[src/rtl/icache_fetch_if.sv]
// Fetch-side and instruction-memory-side signals of icache_fetch.
// The cache uses the slave modport; the fetch stage / memory side uses master.
interface icache_fetch_if;
    // Fetch side: the address must stay stable while iCacheStall is high.
    logic [31:0]  Instr_address_2IM;
    logic         fetch_req;
    logic         invalidate;
    logic [31:0]  Instr1_fIM;
    logic [31:0]  Instr2_fIM;
    logic         single_fetch;
    logic         instr_valid;
    logic         iCacheStall;
    // Memory side: iBlkRead is the valid half of the handshake. It stays high with
    // iBlk_address stable until the rising edge that samples iBlkReady = 1.
    // That edge is the transfer, and block_read_fIM is captured on it.
    logic         iBlkRead;
    logic [31:0]  iBlk_address;
    logic [255:0] block_read_fIM;
    logic         iBlkReady;
    logic [31:0]  hit_count;
    logic [31:0]  miss_count;
    logic         fsm_wait;

    modport slave (
        input  Instr_address_2IM, fetch_req, invalidate, block_read_fIM, iBlkReady,
        output Instr1_fIM, Instr2_fIM, single_fetch, instr_valid, iCacheStall,
        output iBlkRead, iBlk_address, hit_count, miss_count, fsm_wait
    );

    modport master (
        output Instr_address_2IM, fetch_req, invalidate, block_read_fIM, iBlkReady,
        input  Instr1_fIM, Instr2_fIM, single_fetch, instr_valid, iCacheStall,
        input  iBlkRead, iBlk_address, hit_count, miss_count, fsm_wait
    );
endinterface

[src/rtl/icache_fetch.sv]
// Direct-mapped instruction cache with dual-word fetch and 8-word line fill.
// Optional hit/miss counters are built when ICACHE_STATS_EN is defined.
module icache_fetch #(
    parameter int NUM_LINES = 16
) (
    input logic         CLK,
    input logic         RESET,
    icache_fetch_if.slave bus
);
    localparam int IDXW = $clog2(NUM_LINES);
    localparam int TAGW = 27 - IDXW;

    typedef enum logic {
        S_IDLE = 1'b0,
        S_WAIT = 1'b1
    } state_e;

    state_e               state_q;
    logic [NUM_LINES-1:0] valid_q;
    logic [TAGW-1:0]      tag_q  [NUM_LINES];
    logic [255:0]         data_q [NUM_LINES];
    logic [26:0]          miss_blk_q;
    logic                 poison_q;
    logic                 iblk_read_q;

    logic [2:0]      off;
    logic [2:0]      off_nxt;
    logic [IDXW-1:0] idx;
    logic [TAGW-1:0] tag;
    logic [IDXW-1:0] fill_idx;
    logic [TAGW-1:0] fill_tag;
    logic            hit_w;
    logic            miss_w;
    logic            fill_w;
    logic [255:0]    rd_line;
    logic            unused_ok;

    assign off      = bus.Instr_address_2IM[4:2];
    assign off_nxt  = off + 3'd1;
    assign idx      = bus.Instr_address_2IM[4+IDXW:5];
    assign tag      = bus.Instr_address_2IM[31:5+IDXW];
    assign fill_idx = miss_blk_q[IDXW-1:0];
    assign fill_tag = miss_blk_q[26:IDXW];
    assign unused_ok = &{1'b0, bus.Instr_address_2IM[1:0]};

    assign hit_w  = (state_q == S_IDLE) && bus.fetch_req && valid_q[idx] && (tag_q[idx] == tag);
    assign miss_w = (state_q == S_IDLE) && bus.fetch_req && !hit_w;
    assign fill_w = (state_q == S_WAIT) && bus.iBlkReady;

    // Word offset 7 has no successor inside the line, so only one word is delivered.
    always_comb begin
        rd_line           = data_q[idx];
        bus.Instr1_fIM    = '0;
        bus.Instr2_fIM    = '0;
        bus.single_fetch  = 1'b0;
        bus.instr_valid   = 1'b0;
        if (hit_w) begin
            bus.instr_valid  = 1'b1;
            bus.Instr1_fIM   = rd_line[{off, 5'b0} +: 32];
            bus.single_fetch = (off == 3'd7);
            if (off != 3'd7) begin
                bus.Instr2_fIM = rd_line[{off_nxt, 5'b0} +: 32];
            end
        end
    end

    assign bus.iCacheStall  = (state_q == S_WAIT) || miss_w;
    assign bus.iBlkRead     = iblk_read_q;
    assign bus.iBlk_address = {miss_blk_q, 5'b0};
    assign bus.fsm_wait     = (state_q == S_WAIT);

    always_ff @(posedge CLK or posedge RESET) begin
        if (RESET) begin
            state_q     <= S_IDLE;
            valid_q     <= '0;
            miss_blk_q  <= '0;
            poison_q    <= 1'b0;
            iblk_read_q <= 1'b0;
        end else begin
            case (state_q)
                S_IDLE: begin
                    if (miss_w) begin
                        state_q     <= S_WAIT;
                        miss_blk_q  <= bus.Instr_address_2IM[31:5];
                        poison_q    <= 1'b0;
                        iblk_read_q <= 1'b1;
                    end
                end
                S_WAIT: begin
                    if (bus.iBlkReady) begin
                        state_q     <= S_IDLE;
                        poison_q    <= 1'b0;
                        iblk_read_q <= 1'b0;
                    end else if (bus.invalidate) begin
                        poison_q    <= 1'b1;
                    end
                end
            endcase
            // Invalidate on the fill edge also wipes the line being written.
            if (bus.invalidate) begin
                valid_q <= '0;
            end else if (fill_w) begin
                valid_q[fill_idx] <= !poison_q;
            end
        end
    end

    always_ff @(posedge CLK) begin
        if (fill_w) begin
            tag_q[fill_idx]  <= fill_tag;
            data_q[fill_idx] <= bus.block_read_fIM;
        end
    end

`ifdef ICACHE_STATS_EN
    logic [31:0] hit_cnt_q;
    logic [31:0] miss_cnt_q;

    always_ff @(posedge CLK or posedge RESET) begin
        if (RESET) begin
            hit_cnt_q  <= '0;
            miss_cnt_q <= '0;
        end else begin
            if (hit_w)  hit_cnt_q  <= hit_cnt_q + 32'd1;
            if (miss_w) miss_cnt_q <= miss_cnt_q + 32'd1;
        end
    end

    assign bus.hit_count  = hit_cnt_q;
    assign bus.miss_count = miss_cnt_q;
`else
    assign bus.hit_count  = '0;
    assign bus.miss_count = '0;
`endif
endmodule

[src/flat_wrapper.sv]
// flat-port wrapper written by rule: the top's interface ports become plain ports
module icache_fetch_flat 
#(
    parameter int NUM_LINES = 16
)
  (CLK, RESET, bus_Instr_address_2IM, bus_fetch_req, bus_invalidate, bus_block_read_fIM, bus_iBlkReady, bus_Instr1_fIM, bus_Instr2_fIM, bus_single_fetch, bus_instr_valid, bus_iCacheStall, bus_iBlkRead, bus_iBlk_address, bus_hit_count, bus_miss_count, bus_fsm_wait);
  icache_fetch_if bus_i ();
  input logic CLK;
  input logic RESET;
  input wire logic [$bits(bus_i.Instr_address_2IM)-1:0] bus_Instr_address_2IM;
  input wire logic [$bits(bus_i.fetch_req)-1:0] bus_fetch_req;
  input wire logic [$bits(bus_i.invalidate)-1:0] bus_invalidate;
  input wire logic [$bits(bus_i.block_read_fIM)-1:0] bus_block_read_fIM;
  input wire logic [$bits(bus_i.iBlkReady)-1:0] bus_iBlkReady;
  output wire logic [$bits(bus_i.Instr1_fIM)-1:0] bus_Instr1_fIM;
  output wire logic [$bits(bus_i.Instr2_fIM)-1:0] bus_Instr2_fIM;
  output wire logic [$bits(bus_i.single_fetch)-1:0] bus_single_fetch;
  output wire logic [$bits(bus_i.instr_valid)-1:0] bus_instr_valid;
  output wire logic [$bits(bus_i.iCacheStall)-1:0] bus_iCacheStall;
  output wire logic [$bits(bus_i.iBlkRead)-1:0] bus_iBlkRead;
  output wire logic [$bits(bus_i.iBlk_address)-1:0] bus_iBlk_address;
  output wire logic [$bits(bus_i.hit_count)-1:0] bus_hit_count;
  output wire logic [$bits(bus_i.miss_count)-1:0] bus_miss_count;
  output wire logic [$bits(bus_i.fsm_wait)-1:0] bus_fsm_wait;
  assign bus_i.Instr_address_2IM = bus_Instr_address_2IM;
  assign bus_i.fetch_req = bus_fetch_req;
  assign bus_i.invalidate = bus_invalidate;
  assign bus_i.block_read_fIM = bus_block_read_fIM;
  assign bus_i.iBlkReady = bus_iBlkReady;
  assign bus_Instr1_fIM = bus_i.Instr1_fIM;
  assign bus_Instr2_fIM = bus_i.Instr2_fIM;
  assign bus_single_fetch = bus_i.single_fetch;
  assign bus_instr_valid = bus_i.instr_valid;
  assign bus_iCacheStall = bus_i.iCacheStall;
  assign bus_iBlkRead = bus_i.iBlkRead;
  assign bus_iBlk_address = bus_i.iBlk_address;
  assign bus_hit_count = bus_i.hit_count;
  assign bus_miss_count = bus_i.miss_count;
  assign bus_fsm_wait = bus_i.fsm_wait;
  icache_fetch #(.NUM_LINES(NUM_LINES)) u_core (.CLK(CLK), .RESET(RESET), .bus(bus_i));
endmodule
[config.mk]
export PLATFORM = sky130hd
export DESIGN_NAME = icache_fetch_flat
export DESIGN_NICKNAME = d
export VERILOG_FILES = /design/src/rtl/icache_fetch_if.sv /design/src/rtl/icache_fetch.sv /design/src/flat_wrapper.sv
export SDC_FILE = /design/constraint.sdc
export NUM_CORES = 2
export LEC_CHECK = 0
export CAP_MARGIN = 20
export CORE_AREA = 2 2 664 666
export DETAILED_ROUTE_END_ITERATION = 10
export DIE_AREA = 0 0 666 668
export PLACE_DENSITY = 0.55
export SYNTH_ARGS = -nofsm -noshare
export SYNTH_HDL_FRONTEND = slang
export SYNTH_MEMORY_MAX_BITS = 65536
export SYNTH_SLANG_ARGS = --single-unit
[constraint.sdc]
create_clock -name CLK -period 61.2 [get_ports CLK]
set_clock_uncertainty 0.05 [all_clocks]
set_input_delay 12.24 -clock CLK [delete_from_list [all_inputs] [get_ports CLK]]
set_output_delay 12.24 -clock CLK [all_outputs]
set_load 0.005 [all_outputs]
* Yosys cells after proc, flatten, opt, wreduce, memory -nomap -nowiden
Memories as Yosys holds them, arrays and structs flattened. Index checks and enable logic that the tools add are counted.
Cells by class: $add $sub $neg 1, multiply operators 0, divide/modulo/power cells 0, $lt $le $gt $ge 3, eq/ne operators 6, shifts and indexed selects 2, muxes and demuxes 24, bitwise operators 1, reduce and logical (&&, ||, !) cells 13
Operators by type and width (count):
- $shiftx A256 B9 Y32 | 2
- $mux W32 | 3
- $mux W16 | 2
- $eq A23 B23 Y1 | 1
- $bwmux W16 | 1
- $mux W1 | 13
- $lt A4 B5 Y1 const B | 2
- $logic_and A1 B1 Y1 | 6
- $ne A3 B3 Y1 const B | 2
- $pmux W1 S2 | 3
- $reduce_and A2 Y1 | 3
- $bmux W1 S4 | 1
- $demux W1 S4 | 1
- $ge A4 B1 Y1 const B | 1
- $add A3 B1 Y3 const B | 1
- $eq A3 B3 Y1 const B | 1
- $logic_not A1 Y1 | 2
- $ne A2 B1 Y1 const B | 1
- $ne A2 B2 Y1 const B | 1
- $reduce_bool A2 Y1 | 1
- $logic_or A1 B1 Y1 | 1
- $not A1 Y1 | 1
Storage, ports and cells: register bits after elaboration 46, latch bits 0, RAM bits 4464, bits in read-only memories 0, output and inout port bits 165, logic and storage cells 57, memories 2
Memory list:
- u_core.data_q | words 16, width 256, read ports 1, clocked after memory_dff 0, wr ports 1, line icache_fetch.sv:21 | logic [255:0] data_q [NUM_LINES];
- u_core.tag_q | words 16, width 23, read ports 1, clocked after memory_dff 0, wr ports 1, line icache_fetch.sv:20 | logic [TAGW-1:0] tag_q [NUM_LINES];

* Depth between registers and ports, before layout
depth in word-level cells 8, gate-level depth with buffers 14

* Worst setup path after synthesis
No wires, ideal clock.
path type input to register, from input bus_iBlkReady, to register u_core.valid_q[0], arrival 32.464 ns, path slack 27.804 ns, stages 4, buffers on the path 0, path through nand2_1 -> or3_1 -> nor3_1 -> a211oi_1
On the way: longest elaborated chain between the ends 2
Ends and longest elaborated chain:
- from (decl) | line flat_wrapper.sv:14 | input wire logic [$bits(bus_i.iBlkReady)-1:0] bus_iBlkReady;
- $logic_and A1 B1 Y1 | line icache_fetch.sv:48 | assign fill_w = (state_q == S_WAIT) && bus.iBlkReady;
- $reduce_bool A2 Y1 (no line)
- to (signal, indexed assignment) | line icache_fetch.sv:103 | valid_q[fill_idx] <= !poison_q;
- to (decl) | line icache_fetch.sv:19 | logic [NUM_LINES-1:0] valid_q;
Every way passes these cells. A chain may end at the register's enable or synchronous reset.

* Worst setup path in the final report
from input bus_Instr_address_2IM[5], to output bus_Instr1_fIM[20]
On the way: longest elaborated chain between the ends 5, elaborated cells on any way between the ends 9, classes of those cells eq/ne: 1; shift: 1; mux: 3; reduce/logical: 2; memory: 2
Ends and longest elaborated chain:
- from (decl) | line flat_wrapper.sv:10 | input wire logic [$bits(bus_i.Instr_address_2IM)-1:0] bus_Instr_address_2IM;
- branches (longest 4 deep; another with $mem_v2 Z16 W256)
- $mux W32 (*) | line icache_fetch.sv:57 | if (hit_w) begin
- to (decl) | line flat_wrapper.sv:15 | output wire logic [$bits(bus_i.Instr1_fIM)-1:0] bus_Instr1_fIM;
Every way passes the cells marked *. The select of a mux whose other input is x is not followed.

==> flow_summary.ini <==
[setup_path]
crit_chain = buf_16 -> buf_4 -> buf_4 -> buf_4 -> buf_4 -> mux4_2 -> mux4_2 -> mux4_2 -> mux2i_1 -> nor2_1 -> clkdlybuf4s50_1
setup.worst_path.class = in -> out
cp_max_fo = 92
max_stage_delay_ps = 850
arrival_ps = 19340
crit_required_ps = 48910
crit_slowest_cell = buf_4
worstSetupEndpointType = output port
startpoint_type = primary input
critPathMostFrequentCell = buf_4

[sta]
tightest_slew_ps = 1217
fmaxAchievable_mhz = 31.62
tns_ps = 0
min_period_ps = 31630
rsz0062_at_grt = false
setup-violations-final = 0
relSlewSlack_pct = 18.86
hold_viol = 0
period_share_pct = 51.68
slew_violations = 0

[layout]
layout_common_cells = edfxtp_1 (4,464), mux4_2 (1,454), clkbuf_16 (466)
final_nets = 7945
drive_above_1_share_pct = 29.75
fin_util_pct = 45.90
instances_no_fill = 13850
final_cell_area_um2 = 200700
area_delta_synth_final_pct = 14.95
final_common_cell = edfxtp_1

[synthesis]
synth_edf_count = 4464
yosys.area.top_type_share_pct = 76.78
synth_area_um2 = 174600
ys_types = 61
yosysWarnings = 0
synth.area.top_cells = edfxtp_1 (77%), mux4_2 (19%), mux2i_1 (0.83%), dfrtp_1 (0.66%), buf_2 (0.44%)
async_flop_share_pct = 1.020
syn_area_per_cell_um2 = 24.95
ys_ff_latch = 4510
synth_top_flop_cell = edfxtp_1
synth_area_leader_cell = edfxtp_1
synthCells = 6997
ys_seq_area_share_pct = 77.44

[clock_tree]
cts_tree = yes
cts_hold_buffers = 0
clockRootBuffer = clkbuf_16
clkSinkCount = 4510
htreeDepth = 5
cts_setup_buffers = 0
cts.reportedPaths.clkPinSlew_ps = 60
cts_resized = 0
numCtsBuffers = 463
insertion_delay_ps = 990
cts.path.max_buffers = 4

[detailed_routing]
vias_per_cell = 5.813
drtIter0Drc = 8893
postRouteAntennaNets = 0
drt_pre_antenna_iters = 5
drcViolationCount = 0
num_vias = 80490
drt-total-wl_um = 489100
wl_per_cell_um = 35.32

[global_route]
grt.total_usage_pct = 21.73
grt_overflow = 0
grt_max_degree = 142
grt_pass1_wl_um = 675100
grt_antenna_before_repair = 159
grt_pass1_vias = 82060

[placement]
portBuffers = 386
dp.cells = 12940
placed_cell_area_um2 = 185600
globalplace.congestion = 0.7972
dpl.hpwl_um = 274300

[floorplan]
die_w_um = 666
die-area_um2 = 444900
core_area_um2 = 437200
pin_count = 458
start_util_pct = 39.93
fp-row-count = 243
die_y_um = 668

[run_status]
status = completed

[pwr]
vdd_drop_max_v = 0.00002441
totalPowerFinal_w = 0.006768
power_leakage_nw = 61.95
powerDensity_nw_per_um2 = 33.72

[worst_hold_path]
hp-class = reg -> reg

[job]
maxCapViolations = 0
-- where the power goes --
group	switching [W]	leakage [nW]	internal [W]
logic	0.000286	13.9	0.000180
clock network	0.00120	7.31	0.00159
registers	0.0000321	40.8	0.00349
total	0.00151	61.9	0.00525
-- per-layer routing --
metal	GRT usage, %	wire, um	vias up
met5	0	391	-
met4	6.833	16650	62
met3	3.210	28130	773
met2	36.15	242800	2892
met1	29.72	201100	44940
li1	-	-	31820
-- Yosys cell counts, types with 25 or more instances --
| master | number |
|---|---|
| mux2i_1 | 144 |
| buf_4 | 79 |
| dfrtp_1 | 46 |
| mux4_2 | 1454 |
| nor2_1 | 73 |
| mux2_4 | 25 |
| nor2b_1 | 29 |
| a21oi_1 | 37 |
| buf_2 | 154 |
| a211oi_1 | 50 |
| edfxtp_1 | 4464 |
| nor3_1 | 43 |
| buf_1 | 67 |
| clkbuf_1 | 142 |
-- per-stage QoR --
step	hold WS, ps	setup WS [ps]
2_1_floorplan	423.8	27800
3_3_place_gp	420.4	29170
3_5_place_dp	440.3	29130
4_1_cts	454.3	29130
5_1_grt	459.7	28970
6_report	453.2	29570
-- final timing paths --
kind / from / endpoint / slack [ps] / cells past startpoint
max: bus_Instr_address_2IM[5] / bus_Instr1_fIM[20] / 29570 / 11
min: u_core.bus.iBlkRead$_DFFE_PP0P_ / u_core.bus.iBlkRead$_DFFE_PP0P_ / 450 / 1
max reg2reg: u_core.bus.fsm_wait$_DFF_PP0_ / u_core.data_q[14][237]$_DFFE_PP_ / 55810 / 8
min reg2reg: u_core.bus.iBlkRead$_DFFE_PP0P_ / u_core.bus.iBlkRead$_DFFE_PP0P_ / 450 / 1
max in group asynchronous: RESET / u_core.miss_blk_q[6]$_DFFE_PP0P_ / 48830 / 3
min in group asynchronous: RESET / u_core.miss_blk_q[2]$_DFFE_PP0P_ / 11730 / 3
-- state kept, by name (all words and copies together) (netlist names) --
| register | flops |
|---|---|
| u_core.bus.iBlkRead | 1 |
| u_core.tag_q | 368 |
| u_core.data_q | 4096 |
| u_core.poison_q | 1 |
| u_core.valid_q | 16 |
| u_core.bus.fsm_wait | 1 |
| u_core.miss_blk_q | 27 |
-- critical path, delay by kind of cell --
family | cells | cell delay, ps
buffers and inverters | 6 | 4110
multiplexers | 4 | 2560
AND/OR/NAND/NOR | 1 | 90
-- logic make-up (layout without fill, tap and decap cells) --
logic type / count (synthesis) / after routing / synth area share [%]
xor gates and xnor gates: 31 / 31 / 0.1555
muxes: 1645 / 1645 / 19.94
buffers and inverters: 463 / 1443 / 1.325
adders and majority gates: 2 / 2 / 0.01433
and+or+nand+nor: 199 / 199 / 0.5576
AOI/OAI and AO/OA: 146 / 146 / 0.5697
other: 1 / 114 / 0.002148
DFF: 4510 / 4510 / 77.44
-- final cells by class --
cell class                 instances  area (um^2)
antenna                           45        112.6
fill                           35650       236500
multi-input combinational       2092        37500
timing repair buffer             573         5682
sequential                      4510       135200
clock buffer                     552        11980
clock inverter                   308         2967
tap                             5757         7203
inverter                          10        46.29
No activity file was read; power rests on OpenSTA's default activity.
